### src/rtl/fd_pipe_reg_if.sv
// rtl/fd_pipe_reg_if.sv - Fetch/Decode pipeline register signal bundle
//
// Purpose: groups the control, fetch-side and decode-side signals of the
// F/D pipeline register so the stage boundary is one port.
//
// Signals:
//   en         pipeline advance enable (0 = stall)
//   Req        exception/interrupt flush request from CP0
//   F_pc       fetch-stage PC
//   F_instr    instruction word read at F_pc
//   F_AdEL     fetch address error
//   F_BD       fetch instruction sits in a delay slot
//   D_pc       registered D-stage PC
//   D_instr    registered D-stage instruction (0 when bubbled or faulted)
//   D_ExcCode  registered exception code (0 = none)
//   D_BD       registered delay-slot flag
//   D_valid    1 = real instruction, 0 = bubble/flushed slot
//
// Modports:
//   master  fetch/control side: drives en, Req and F_*, observes D_*
//   slave   the pipeline register: consumes en, Req and F_*, drives D_*

interface fd_pipe_reg_if;
    logic        en;
    logic        Req;
    logic [31:0] F_pc;
    logic [31:0] F_instr;
    logic        F_AdEL;
    logic        F_BD;
    logic [31:0] D_pc;
    logic [31:0] D_instr;
    logic [4:0]  D_ExcCode;
    logic        D_BD;
    logic        D_valid;

    modport master (
        output en,
        output Req,
        output F_pc,
        output F_instr,
        output F_AdEL,
        output F_BD,
        input  D_pc,
        input  D_instr,
        input  D_ExcCode,
        input  D_BD,
        input  D_valid
    );

    modport slave (
        input  en,
        input  Req,
        input  F_pc,
        input  F_instr,
        input  F_AdEL,
        input  F_BD,
        output D_pc,
        output D_instr,
        output D_ExcCode,
        output D_BD,
        output D_valid
    );
endinterface

### src/rtl/fd_pipe_reg.sv
// rtl/fd_pipe_reg.sv - Fetch/Decode pipeline register of the five-stage MIPS core
//
// Purpose: captures the fetch-stage PC, instruction, address-error flag and
// delay-slot flag on each enabled edge and presents them to decode as
// registered values, encoding a fetch address error as an ExcCode.
// Supports stall (hold), flush to the handler address and bubble marking.
//
// Ports:
//   clk    system clock, all state updates on posedge
//   reset  synchronous active-high reset, highest priority
//   fd     fd_pipe_reg_if.slave bundle (en, Req, F_* in; D_* out)
//
// Parameters:
//   RESET_PC    D_pc after reset
//   HANDLER_PC  D_pc after an exception/interrupt flush
//   EXC_ADEL    ExcCode emitted for a fetch address error

module fd_pipe_reg #(
    parameter logic [31:0] RESET_PC   = 32'h0000_3000,
    parameter logic [31:0] HANDLER_PC = 32'h0000_4180,
    parameter logic [4:0]  EXC_ADEL   = 5'd4
) (
    input  logic          clk,
    input  logic          reset,
    fd_pipe_reg_if.slave  fd
);

    logic [31:0] d_pc_q,       d_pc_d;
    logic [31:0] d_instr_q,    d_instr_d;
    logic [4:0]  d_exc_code_q, d_exc_code_d;
    logic        d_bd_q,       d_bd_d;
    logic        d_valid_q,    d_valid_d;

    // Priority below reset: Req > !en > load. Reset is applied in the
    // register process so it overrides everything computed here.
    always_comb begin
        d_pc_d       = d_pc_q;
        d_instr_d    = d_instr_q;
        d_exc_code_d = d_exc_code_q;
        d_bd_d       = d_bd_q;
        d_valid_d    = d_valid_q;

        if (fd.Req) begin
            // Flushed slot carries the handler PC so the PC seen by CP0
            // moves monotonically into the handler; it is never executed.
            d_pc_d       = HANDLER_PC;
            d_instr_d    = 32'h0;
            d_exc_code_d = 5'd0;
            d_bd_d       = 1'b0;
            d_valid_d    = 1'b0;
        end else if (fd.en) begin
            d_pc_d    = fd.F_pc;
            d_bd_d    = fd.F_BD;
            d_valid_d = 1'b1;
            if (fd.F_AdEL) begin
                // Faulting fetch: keep the bad address for EPC/BadVAddr but
                // force a nop so the (possibly garbage/X) word is never decoded.
                d_instr_d    = 32'h0;
                d_exc_code_d = EXC_ADEL;
            end else begin
                d_instr_d    = fd.F_instr;
                d_exc_code_d = 5'd0;
            end
        end
    end

    always_ff @(posedge clk) begin
        if (reset) begin
            d_pc_q       <= RESET_PC;
            d_instr_q    <= 32'h0;
            d_exc_code_q <= 5'd0;
            d_bd_q       <= 1'b0;
            d_valid_q    <= 1'b0;
        end else begin
            d_pc_q       <= d_pc_d;
            d_instr_q    <= d_instr_d;
            d_exc_code_q <= d_exc_code_d;
            d_bd_q       <= d_bd_d;
            d_valid_q    <= d_valid_d;
        end
    end

    // Outputs come straight from the flops: no input-to-output path.
    assign fd.D_pc      = d_pc_q;
    assign fd.D_instr   = d_instr_q;
    assign fd.D_ExcCode = d_exc_code_q;
    assign fd.D_BD      = d_bd_q;
    assign fd.D_valid   = d_valid_q;

endmodule

### src/flat_wrapper.sv
// flat-port wrapper written by rule: the top's interface ports become plain ports
module fd_pipe_reg_flat 
#(
    parameter logic [31:0] RESET_PC   = 32'h0000_3000,
    parameter logic [31:0] HANDLER_PC = 32'h0000_4180,
    parameter logic [4:0]  EXC_ADEL   = 5'd4
)
  (clk, reset, fd_en, fd_Req, fd_F_pc, fd_F_instr, fd_F_AdEL, fd_F_BD, fd_D_pc, fd_D_instr, fd_D_ExcCode, fd_D_BD, fd_D_valid);
  fd_pipe_reg_if fd_i ();
  input  logic clk;
  input  logic reset;
  input wire logic [$bits(fd_i.en)-1:0] fd_en;
  input wire logic [$bits(fd_i.Req)-1:0] fd_Req;
  input wire logic [$bits(fd_i.F_pc)-1:0] fd_F_pc;
  input wire logic [$bits(fd_i.F_instr)-1:0] fd_F_instr;
  input wire logic [$bits(fd_i.F_AdEL)-1:0] fd_F_AdEL;
  input wire logic [$bits(fd_i.F_BD)-1:0] fd_F_BD;
  output wire logic [$bits(fd_i.D_pc)-1:0] fd_D_pc;
  output wire logic [$bits(fd_i.D_instr)-1:0] fd_D_instr;
  output wire logic [$bits(fd_i.D_ExcCode)-1:0] fd_D_ExcCode;
  output wire logic [$bits(fd_i.D_BD)-1:0] fd_D_BD;
  output wire logic [$bits(fd_i.D_valid)-1:0] fd_D_valid;
  assign fd_i.en = fd_en;
  assign fd_i.Req = fd_Req;
  assign fd_i.F_pc = fd_F_pc;
  assign fd_i.F_instr = fd_F_instr;
  assign fd_i.F_AdEL = fd_F_AdEL;
  assign fd_i.F_BD = fd_F_BD;
  assign fd_D_pc = fd_i.D_pc;
  assign fd_D_instr = fd_i.D_instr;
  assign fd_D_ExcCode = fd_i.D_ExcCode;
  assign fd_D_BD = fd_i.D_BD;
  assign fd_D_valid = fd_i.D_valid;
  fd_pipe_reg #(.RESET_PC(RESET_PC), .HANDLER_PC(HANDLER_PC), .EXC_ADEL(EXC_ADEL)) u_core (.clk(clk), .reset(reset), .fd(fd_i));
endmodule
### config.mk
export PLATFORM = sky130hd
export DESIGN_NAME = fd_pipe_reg_flat
export DESIGN_NICKNAME = d
export VERILOG_FILES = /design/src/rtl/fd_pipe_reg_if.sv /design/src/rtl/fd_pipe_reg.sv /design/src/flat_wrapper.sv
export SDC_FILE = /design/constraint.sdc
export NUM_CORES = 1
export LEC_CHECK = 0
export ABC_AREA = 1
export CAP_MARGIN = 20
export CORE_MARGIN = 2
export CORE_UTILIZATION = 34
export DETAILED_ROUTE_END_ITERATION = 8
export GPL_TIMING_DRIVEN = 0
export PLACE_DENSITY_LB_ADDON = 0.05
export SLEW_MARGIN = 20
export SYNTH_ARGS = -nofsm -noshare
export SYNTH_HDL_FRONTEND = slang
export SYNTH_SLANG_ARGS = --single-unit
### constraint.sdc
create_clock -name clk -period 0.8 [get_ports clk]
set_input_delay 0.16 -clock clk [delete_from_list [all_inputs] [get_ports clk]]
set_output_delay 0.16 -clock clk [all_outputs]
set_load 0.1 [all_outputs]
==> results.md <==
- CP required: ~0.64 ns
- Failing checks: setup timing
- Avg Cell Area, Syn: 7.866 sq um
- Final Non-Filler Cells: roughly 570
- Post-Synthesis Cells: about 310
- Cell Area, Synth: about 2400 sq um
- Combinational fraction of design power: 0.273
- Ys Warns: 0
- Crit end category: output pin
- Pwr dens: between 1000 and 1500 nW/um^2
- Antenna violations before repair: 0
- CTS tree: done
- Worst endpoint data arrival time: around 0.87 ns
- Critical Path Start Type: register
- Row count: 30
- Post-synthesis cell type with the largest combined area: dfxtp_1
- Total Wirelength: ~8000 um
- Final worst slack: -0.2309 ns
- Share of layout cells above drive strength 1: 0.4265
- Max-capacitance violation count: 0
- DRC violations left: 0
- Core area: approximately 6800 sq um
- Final Net Count: around 540
- CP Cell Sequence: buf_12
- Status: complete, but fails checks
- Sequential area share after synthesis: 0.5554
- Worst reg2reg path depth: 5
- Met2 Wirelength: around 4300 um
- Starting Density: 0.3535
- Internal power: 5.222 mW
- Met1 wire length: 3145 um
- Area growth syn-to-layout: 115.2%
- Kind of critical path: register to output pin
- Worst hold stages: 3
- Kind of cell adding the most delay to the critical path: flip-flops
- Metal3 WL: 541 um
- Main area contributors after synthesis: dfxtp_1 56%, nand2_1 16%, a21oi_1 13%
- Clk pwr share: 0.288
- Die Ht: ~88 um
- Minimum clock period after layout: slightly above 1 ns
- Hold WS: approximately 0.24 ns
- Starting DRC count in detailed routing: 88
- Synth Register Bits: 67
- Slew Viols, Final: 0
- Leakage power: 1.999 nW
- DP Area: approximately 4200 sq um
- TritonRoute pass-1 iters: 5
- Die Wd: ~90 um
- Fin crit share: 1.289
- Hold path endpoint: u_core.fd.D_ExcCode[2]
- # setup viols final: 67
- GPL Wtd Cong: between 0.7 and 0.8
- RSZ-0062 raised after global routing: yes
- Vias per Instance: roughly 4.7
- Dpl cells: roughly 540
- Synth cell types: 11
- Antenna viol nets, final: 0
- Clock Path Buffers: 2
- Hpwl dp: ~5200 um
- Hold wc startpoint: fd_F_AdEL
- Wire per inst: about 14 um
- F_max: 970.0 MHz
- Diodes inserted: 0
- Clk Latency, worst-skew pair: between 0.3 and 0.4 ns
- Critical Path Slowest Stage Cell: dfxtp_4
- First-pass GRT wire length: ~13000 um
- Top Metal Used: met4
- P_sw: around 2.5 mW
- Fin. Hold Viols: 0
- Clk slew on worst S/H paths: 0.07 ns
- Reg-to-reg startpoint: u_core.fd.D_pc[8]
- Max incr delay on CP: 0.36 ns
- # hold bufs at CTS: 0
- Net Sw Frac: 0.3237
- Final Cell Area: a little over 5000 sq um
- Post-synth top area share: 0.5554
- Worst Skew: 0 ns
- Largest net degree at the start of global routing: 11
- WP buf/inv: 1
- Clock Sinks: 67
- # IOs: between 100 and 150
- CTS H-tree depth: 3
- Num CTS Buffers: 9
- GR Util All Layers: 0.2112
- R2r setup slk: about 0.040 ns
- Port bufs: 136
- Via count of the first global-routing pass: between 2000 and 3000
- Worst min path class: input pin to register
- Via count: between 2000 and 3000
- Overflow after GRT: 0
- Worst r2r dst: u_core.fd.D_pc[8]
- Peak supply drop: 0.9645 mV
- Root Buffer: clkbuf_8
- Area of the die: approximately 7800 sq um
- Seq pwr share: 0.439
- Worst-path maximum fanout: 2
synthesized netlist by cell type (all sizes together):
cell,number
nand3,36
nor2,9
dfxtp,67
nand2,100
inv,7
buf,23
a21oi,61
clkbuf,3
conb,1
sequential cells by signal (all words and copies together) (netlist names):
name	cells
u_core.fd.D_instr	32
u_core.fd.D_pc	32
u_core.fd.D_BD	1
u_core.fd.D_ExcCode	1
u_core.fd.D_valid	1
worst max-delay path by stage:
stage,from,cells after the start,endpoint
2_1_floorplan,u_core.fd.D_pc[14],4,u_core.fd.D_pc[14]
3_3_place_gp,u_core.fd.D_instr[2],1,fd_D_instr[2]
3_5_place_dp,u_core.fd.D_pc[31],1,fd_D_pc[31]
4_1_cts,u_core.fd.D_instr[9],1,fd_D_instr[9]
5_1_grt,u_core.fd.D_instr[1],1,fd_D_instr[1]
6_report,u_core.fd.D_instr[1],1,fd_D_instr[1]
worst min-delay path: stages:
cell and delay (ns):
dlygate4sd2_1 0.25, nand2_1 0.06, a21oi_1 0.05
final cells by class:
type,count,area [sq um]
Clock buffer,9,123.9
Clock inverter,5,22.52
Fill cell,485,1635
Inverter,7,26.28
Multi-Input combinational cell,210,945.9
Buffer,26,209.0
Tap cell,96,120.1
Timing Repair Buffer,152,2156
Sequential cell,67,1593
per-stage QoR:
stage	utilization	setup TNS [ns]	power (mW)	setup WS [ns]
2_1_floorplan	-	-0.01189	4.550	-0.01189
3_3_place_gp	0.6088	-99.48	5.170	-0.8367
3_5_place_dp	0.6088	-100.59	5.180	-0.8344
4_1_cts	0.7549	-16.20	7.821	-0.2530
5_1_grt	0.7606	-16.85	8.065	-0.2629
6_report	0.7606	-14.75	7.721	-0.2309
kinds of logic after synthesis:
group / share of synthesized area
buffers and inverters: 0.07254
AO/OA/AOI/OAI: 0.1264
AND/OR/NAND/NOR: 0.2440
flip-flops: 0.5554
other: 0.001553
cell usage in the layout (no fill, tap or decap), types with 2 or more instances in the layout:
cell type / netlist / routed
clkinv_2: 0 / 3
clkbuf_4: 0 / 3
dfxtp_4: 0 / 67
clkinv_1: 0 / 2
nand2_1: 100 / 99
buf_6: 0 / 5
clkdlybuf4s50_1: 0 / 65
buf_2: 14 / 7
nand3_1: 36 / 36
inv_2: 1 / 6
clkbuf_8: 0 / 9
nor2_1: 9 / 8
buf_12: 0 / 68
conb_1: 1 / 4
a21oi_2: 0 / 7
a21oi_1: 61 / 54
dlygate4sd2_1: 0 / 3
buf_4: 9 / 25
power by group through the flow:
stage	clock (mW)	sequential (mW)	combinational, mW
final	2.22	3.39	2.11
after global routing	2.46	3.40	2.21
after CTS	2.33	3.39	2.10
after detailed placement	0	3.41	1.77
after global placement	0	3.40	1.77
after floorplan	0	4.14	0.410
routing by layer:
metal | GRT usage | up-vias
met5 | 0 | -
met4 | 0.08953 | 0
met3 | 0.06716 | 13
met2 | 0.3650 | 90
met1 | 0.2405 | 1232
li1 | - | 1326
repair_timing:
item	CTS	global route
buffers inserted	10	4
endpoints found under the setup margin	134	116
pin swaps	2	1
endpoints found under the hold margin	0	0
cloned	3	0
gates resized for setup	629	21
(Power assumes the default switching activity.)
